<file path="config.mk">
export PLATFORM = sky130hd
export DESIGN_NAME = triangle_meas
export DESIGN_NICKNAME = d
export VERILOG_FILES = /design/src/rtl/triangle_meas_pkg.sv /design/src/rtl/extremum_tracker.sv /design/src/rtl/triangle_meas.sv
export SDC_FILE = /design/constraint.sdc
export NUM_CORES = 1
export LEC_CHECK = 0
export ABC_AREA = 1
export ABC_CLOCK_PERIOD_IN_PS = 5310
export CORE_MARGIN = 4
export CORE_UTILIZATION = 36
export DETAILED_ROUTE_END_ITERATION = 10
export HOLD_SLACK_MARGIN = 0.1
export PLACE_DENSITY = 0.5
export SLEW_MARGIN = 0
export SYNTH_ARGS = -nofsm -noshare
export SYNTH_HDL_FRONTEND = slang
export SYNTH_SLANG_ARGS = --single-unit
export TNS_END_PERCENT = 1
</file>
<file path="constraint.sdc">
create_clock -name clk -period 5.31 [get_ports clk]
set_input_delay 0.531 -clock clk [delete_from_list [all_inputs] [get_ports clk]]
set_output_delay 0.531 -clock clk [all_outputs]
set_load 0.01 [all_outputs]
</file>
<file path="src/rtl/triangle_meas_pkg.sv">
// Shared types and default dimensions for the triangle waveform measurement block.
package triangle_meas_pkg;

    typedef enum logic [1:0] {
        ACQ  = 2'd0,
        RISE = 2'd1,
        FALL = 2'd2
    } state_t;

    localparam int unsigned DT_W_DEF     = 8;
    localparam int unsigned CNT_W_DEF    = 24;
    localparam int unsigned HYST_DEF     = 4;
    localparam int unsigned PERIOD_W_DEF = CNT_W_DEF + 1;

    // period carries one extra bit so rise_len + fall_len never truncates
    function automatic int unsigned period_w(input int unsigned cnt_w);
        return cnt_w + 1;
    endfunction

endpackage

</file>
<file path="src/rtl/extremum_tracker.sv">
// Running extremum (max or min, selected per cycle) with position capture and
// hysteresis turn detection.
module extremum_tracker
    import triangle_meas_pkg::*;
#(
    parameter int unsigned DT_W  = DT_W_DEF,
    parameter int unsigned CNT_W = CNT_W_DEF,
    parameter int unsigned HYST  = HYST_DEF
) (
    input  logic             clk,
    input  logic             rst_n,
    input  logic             accept,
    input  logic             is_max,
    input  logic             load,
    input  logic [DT_W-1:0]  sample,
    input  logic [CNT_W-1:0] load_pos,
    input  logic [CNT_W-1:0] cur_off,
    output logic [DT_W-1:0]  ext,
    output logic [CNT_W-1:0] ext_pos,
    output logic             turn_c
);

    localparam int unsigned CMP_W = DT_W + 1;

    logic [CMP_W-1:0] retreat;
    logic             better;

    // One extra bit: a negative retreat shows up as a set MSB instead of wrapping
    always_comb begin
        retreat = is_max ? ({1'b0, ext} - {1'b0, sample})
                         : ({1'b0, sample} - {1'b0, ext});
        turn_c  = !retreat[CMP_W-1] && (retreat >= CMP_W'(HYST));
        better  = is_max ? (sample > ext) : (sample < ext);
    end

    always_ff @(posedge clk) begin
        if (!rst_n) begin
            ext     <= '0;
            ext_pos <= '0;
        end else if (accept) begin
            if (load) begin
                ext     <= sample;
                ext_pos <= load_pos;
            end else if (better) begin
                ext     <= sample;
                ext_pos <= cur_off;
            end
        end
    end

endmodule

</file>
<file path="src/rtl/triangle_meas.sv">
// Triangle waveform measurement: peak, trough, rise/fall length and period per
// completed rise+fall cycle, with hysteresis-based turning point detection.
module triangle_meas
    import triangle_meas_pkg::*;
#(
    parameter int unsigned DT_W  = DT_W_DEF,
    parameter int unsigned CNT_W = CNT_W_DEF,
    parameter int unsigned HYST  = HYST_DEF
) (
    input  logic                       clk,
    input  logic                       rst_n,
    input  logic                       sample_valid,
    input  logic [DT_W-1:0]            sample,
    output logic                       meas_valid,
    output logic [DT_W-1:0]            peak,
    output logic [DT_W-1:0]            trough,
    output logic [CNT_W-1:0]           rise_len,
    output logic [CNT_W-1:0]           fall_len,
    output logic [period_w(CNT_W)-1:0] period,
    output logic                       timeout
);

    localparam int unsigned PER_W = period_w(CNT_W);

    state_t             state_q, state_d;
    logic [CNT_W-1:0]   offset_q, offset_d;
    logic               seeded_q, seeded_d;
    logic               full_rise_q, full_rise_d;
    logic               pk_ok_q, pk_ok_d;
    logic [DT_W-1:0]    pk_q, pk_d;
    logic [CNT_W-1:0]   rl_q, rl_d;

    logic               meas_valid_d, timeout_d;
    logic [DT_W-1:0]    peak_d, trough_d;
    logic [CNT_W-1:0]   rise_len_d, fall_len_d;
    logic [PER_W-1:0]   period_d;

    logic [CNT_W-1:0]   cur_off, rebase, load_pos, ext_pos;
    logic [DT_W-1:0]    ext;
    logic               sat, load, is_max, turn_c;

    extremum_tracker #(
        .DT_W  (DT_W),
        .CNT_W (CNT_W),
        .HYST  (HYST)
    ) u_tracker (
        .clk      (clk),
        .rst_n    (rst_n),
        .accept   (sample_valid),
        .is_max   (is_max),
        .load     (load),
        .sample   (sample),
        .load_pos (load_pos),
        .cur_off  (cur_off),
        .ext      (ext),
        .ext_pos  (ext_pos),
        .turn_c   (turn_c)
    );

    // Next-state, counter and result logic; only accepted samples advance anything
    always_comb begin
        cur_off      = offset_q + CNT_W'(1);
        sat          = (cur_off == {CNT_W{1'b1}});
        rebase       = cur_off - ext_pos;
        is_max       = (state_q == RISE);

        state_d      = state_q;
        offset_d     = offset_q;
        seeded_d     = seeded_q;
        full_rise_d  = full_rise_q;
        pk_ok_d      = pk_ok_q;
        pk_d         = pk_q;
        rl_d         = rl_q;
        load         = 1'b0;
        load_pos     = '0;
        meas_valid_d = 1'b0;
        peak_d       = peak;
        trough_d     = trough;
        rise_len_d   = rise_len;
        fall_len_d   = fall_len;
        period_d     = period;
        timeout_d    = timeout;

        if (sample_valid) begin
            offset_d = cur_off;
            case (state_q)
                ACQ: begin
                    if (!seeded_q) begin
                        seeded_d = 1'b1;
                        load     = 1'b1;
                    end else if (turn_c) begin
                        state_d     = RISE;
                        full_rise_d = 1'b0;
                        load        = 1'b1;
                        offset_d    = '0;
                    end
                end
                RISE: begin
                    if (turn_c) begin
                        pk_d     = ext;
                        rl_d     = ext_pos;
                        pk_ok_d  = full_rise_q;
                        state_d  = FALL;
                        load     = 1'b1;
                        load_pos = rebase;
                        offset_d = rebase;
                    end
                end
                FALL: begin
                    if (turn_c) begin
                        if (pk_ok_q) begin
                            meas_valid_d = 1'b1;
                            peak_d       = pk_q;
                            trough_d     = ext;
                            rise_len_d   = rl_q;
                            fall_len_d   = ext_pos;
                            period_d     = PER_W'(rl_q) + PER_W'(ext_pos);
                            timeout_d    = 1'b0;
                        end
                        state_d     = RISE;
                        full_rise_d = 1'b1;
                        load        = 1'b1;
                        load_pos    = rebase;
                        offset_d    = rebase;
                    end
                end
                default: state_d = ACQ;
            endcase

            // A turn on the saturating sample rebases the offset instead of timing out
            if (sat && !turn_c) begin
                timeout_d   = 1'b1;
                state_d     = ACQ;
                full_rise_d = 1'b0;
                pk_ok_d     = 1'b0;
                load        = 1'b1;
                load_pos    = '0;
                offset_d    = '0;
            end
        end
    end

    always_ff @(posedge clk) begin
        if (!rst_n) begin
            state_q     <= ACQ;
            offset_q    <= '0;
            seeded_q    <= 1'b0;
            full_rise_q <= 1'b0;
            pk_ok_q     <= 1'b0;
            pk_q        <= '0;
            rl_q        <= '0;
            meas_valid  <= 1'b0;
            peak        <= '0;
            trough      <= '0;
            rise_len    <= '0;
            fall_len    <= '0;
            period      <= '0;
            timeout     <= 1'b0;
        end else begin
            state_q     <= state_d;
            offset_q    <= offset_d;
            seeded_q    <= seeded_d;
            full_rise_q <= full_rise_d;
            pk_ok_q     <= pk_ok_d;
            pk_q        <= pk_d;
            rl_q        <= rl_d;
            meas_valid  <= meas_valid_d;
            peak        <= peak_d;
            trough      <= trough_d;
            rise_len    <= rise_len_d;
            fall_len    <= fall_len_d;
            period      <= period_d;
            timeout     <= timeout_d;
        end
    end

endmodule

</file>
==> metrics.md <==
| Metric | Value |
|---|---|
| Status | `finished clean` |
| DRT iter0 DRCs | `871` |
| DRC | `0` |
| CP max stage cell | `dfxtp_1` |
| Synth warn | `0` |
| Min-delay worst type | `flop to flop` |
| Transition time at the pin with the least slew margin | `1.13 ns` |
| Via density | `4.99` |
| Initial antenna violation count | `0` |
| Worst stage delay on the critical path | `0.65 ns` |
| Crit end category | `flop` |
| Largest net degree at the start of global routing | `120` |
| Final-stage net count | `1998` |
| Sequential area share after synthesis | `31.1%` |
| WP data arrival | `4.70 ns` |
| Ys async rst share | `0%` |
| Htree depth | `4` |
| Layout Skew | `0.0152 ns` |
| Die Ht | `around 190 um` |
| Cts repair resizes | `0` |
| Main area contributors after synthesis | `dfxtp_1 31%, nand2_1 15%, a21oi_1 7.9%` |
| Most common cell after layout, fill and taps aside | `nand2_1` |
| Most frequent CP cell | `nand2_1` |
| CP required | `5.69 ns` |
| Syn_nets | `1948` |
| Synthesized flop and latch total | `184` |
| Worst VDD drop | `277 uV` |
| Post-synth top area cell | `dfxtp_1` |
| CTS tree | `yes` |
| Max Cap Violations | `0` |
| Syn Inst Count | `1862` |
| PD cells | `between 400 and 500 mW/mm^2` |
| Final Hold Viols | `0` |
| Crit path max fanout | `10` |
| Share of the synthesized area in the top cell type | `between 30% and 40%` |
| Crit path launch type | `flop` |
| # hold bufs at CTS | `0` |
| Fin crit period | `4.32 ns` |
| Cell family with most CP delay | `simple AND/OR/NAND/NOR gates` |
| Slew headroom | `24.7%` |
| Die footprint | `~0.036 mm^2` |
| Period utilisation layout | `81.4%` |
| Unrepaired setup endpoints after global routing | `false` |
| Fmax achieved | `between 200 and 250 MHz` |
| Commonest non-fill, non-tap cells in the layout | `463 x nand2_1, 249 x nor2_1, 187 x a21oi_1, 186 x inv_1, 184 x dfxtp_1` |
| Clock Sinks | `184` |
| Post-CTS Setup Inserts | `0` |
| Starting Density | `36.5%` |
| Number of enable flip-flop cells after synthesis | `0` |
| Grt total ovfl | `0` |
| CP cell instances | `ha_1 -> nand2_2 -> nor2_4 -> nand2_4 -> nor2_8 -> nand2_1 -> nand2_1 -> nand2_1 -> ha_1 -> nand2_1 -> nor2_1 -> inv_1 -> nor3_1 -> nand4_1 -> nand4_1 -> nand3_1 -> nor2_1 -> nand2_1 -> nand2_1 -> nand3_1 -> a21oi_1` |
| Routability Congestion | `0.901` |
| DP Wirelength | `a little under 30000 um` |
| Fin Hold WS | `0.467 ns` |
| Clk Latency, worst-skew pair | `0.45 ns` |
| Total Negative Setup Slacks | `0 ns` |
| Die width | `189 um` |
| Post-DRT Antenna Nets | `0` |
| Drt total wl | `roughly 39000 um` |
| Leakage power | `6.45 nW` |
| Core ar. | `0.0325 mm^2` |
| GR Util All Layers | `21.3%` |
| Netlist cell types | `41` |
| CTS root buffer | `clkbuf_16` |
| Main synth FF type | `dfxtp_1` |
| Area growth syn-to-layout | `15.9%` |
| Vias in the first global route | `11000` |
| # rows | `66` |
| Vias | `11800` |
| Input/output buffers | `between 100 and 150` |
| Wire per inst | `16.3 um` |
| N_diodes | `0` |
| Num ports | `roughly 100` |
| Fraction of layout cells with a size suffix above 1 | `roughly 3.5%` |
| Clock Path Buffers | `2` |
| Buf+Inv Stages, Crit Path | `1` |
| Drt first pass iters | `5` |
| Setup-failing EPs final | `0` |
| Clock slew at reported path FFs | `0.08 ns` |
| Crit path kind | `flop to flop` |
| Avg Cell Area, Syn | `6.36 um^2` |
| Syn Std Cell Area | `0.0118 mm^2` |
| CTS buffer count | `17` |
| Tot Pwr | `between 6 and 7 mW` |
| Max-slew violations | `0` |
| Fin util | `42.3%` |
| Global-route wire length before repair | `61400 um` |
-- cells in the mapped netlist, types with 4 or more instances --
| master | n |
|---|---|
| inv_1 | 186 |
| xnor2_1 | 14 |
| buf_4 | 7 |
| fa_1 | 4 |
| dfxtp_1 | 184 |
| nor3_1 | 15 |
| nand2_2 | 5 |
| nand3_1 | 115 |
| buf_2 | 14 |
| ha_1 | 71 |
| nor2_2 | 6 |
| nand2_1 | 463 |
| a21oi_1 | 187 |
| clkbuf_1 | 53 |
| a31oi_1 | 5 |
| a21o_1 | 5 |
| nor2_1 | 249 |
| nand3b_1 | 9 |
| o21ai_0 | 177 |
| a21boi_0 | 5 |
| nand4_1 | 35 |
| o21bai_1 | 7 |
| buf_1 | 4 |
| xor2_1 | 13 |
-- where the power goes --
group	switching [mW]	total, mW	internal [mW]
combinational	2.62	3.74	1.12
sequential	0.166	1.71	1.54
clock	0.623	1.29	0.665
total	3.41	6.73	3.33
-- cell type report --
type | instances | area (um^2)
clock buffer | 17 | 425
clock inverter | 14 | 156
fill | 3506 | 18700
inverter | 192 | 721
multi-input combinational | 1405 | 7070
sequential | 184 | 3680
tap | 442 | 553
timing repair buffer | 112 | 1100
-- sequential cells by signal (all words and copies together), names as in the netlist --
register,cells
fall_len,24
period,25
timeout,1
rl_q,24
state_q,2
pk_q,8
trough,8
offset_q,24
meas_valid,1
rise_len,24
full_rise_q,1
u_tracker.ext,8
pk_ok_q,1
u_tracker.ext_pos,24
seeded_q,1
peak,8
-- final timing paths --
kind	startpoint	end	slack, ns	cells past startpoint
max	offset_q[0]	offset_q[19]	0.99	21
min	full_rise_q	full_rise_q	0.47	2
max reg2reg	offset_q[0]	offset_q[19]	0.99	21
min reg2reg	full_rise_q	full_rise_q	0.47	2
-- tightest hold or removal path, delay by kind of cell, from the launching register on --
kind,cells,cell delay (ns)
AO/OA/AOI/OAI,1,0.05
flip-flops,1,0.31
AND/OR/NAND/NOR,1,0.06
-- stage by stage --
stage	cells	setup WS [ns]	cell area, um^2
floorplan	1862	2.44	11800
global placement	2335	0.637	13100
detailed placement	2335	0.564	13100
CTS	2366	1.03	13700
global route	2366	0.616	13700
finish	2366	0.990	13700
-- metal layers --
| metal | vias to the layer above | global-route usage, % | part of all wire (%) |
|---|---|---|---|
| met5 | - | 0 | 0 |
| met2 | 244 | 33.2 | 43 |
| met1 | 5385 | 31.7 | 51 |
| met4 | 0 | 4.59 | 1.3 |
| met3 | 24 | 2.65 | 4.2 |
| li1 | 6161 | - | - |
-- kinds of logic (layout without fill, tap and decap cells) --
logic type               after synthesis  in the layout  share of synthesized area, %
AND/OR/NAND/NOR                      910            910                          32.2
AO/OA/AOI/OAI                        392            392                          17.1
buffers and inverters                273            335                          9.20
flip-flops                           184            184                          31.1
adder cells (fa/ha/maj)               75             75                          8.18
XOR/XNOR                              28             28                          2.23
(Power assumes the default switching activity.)
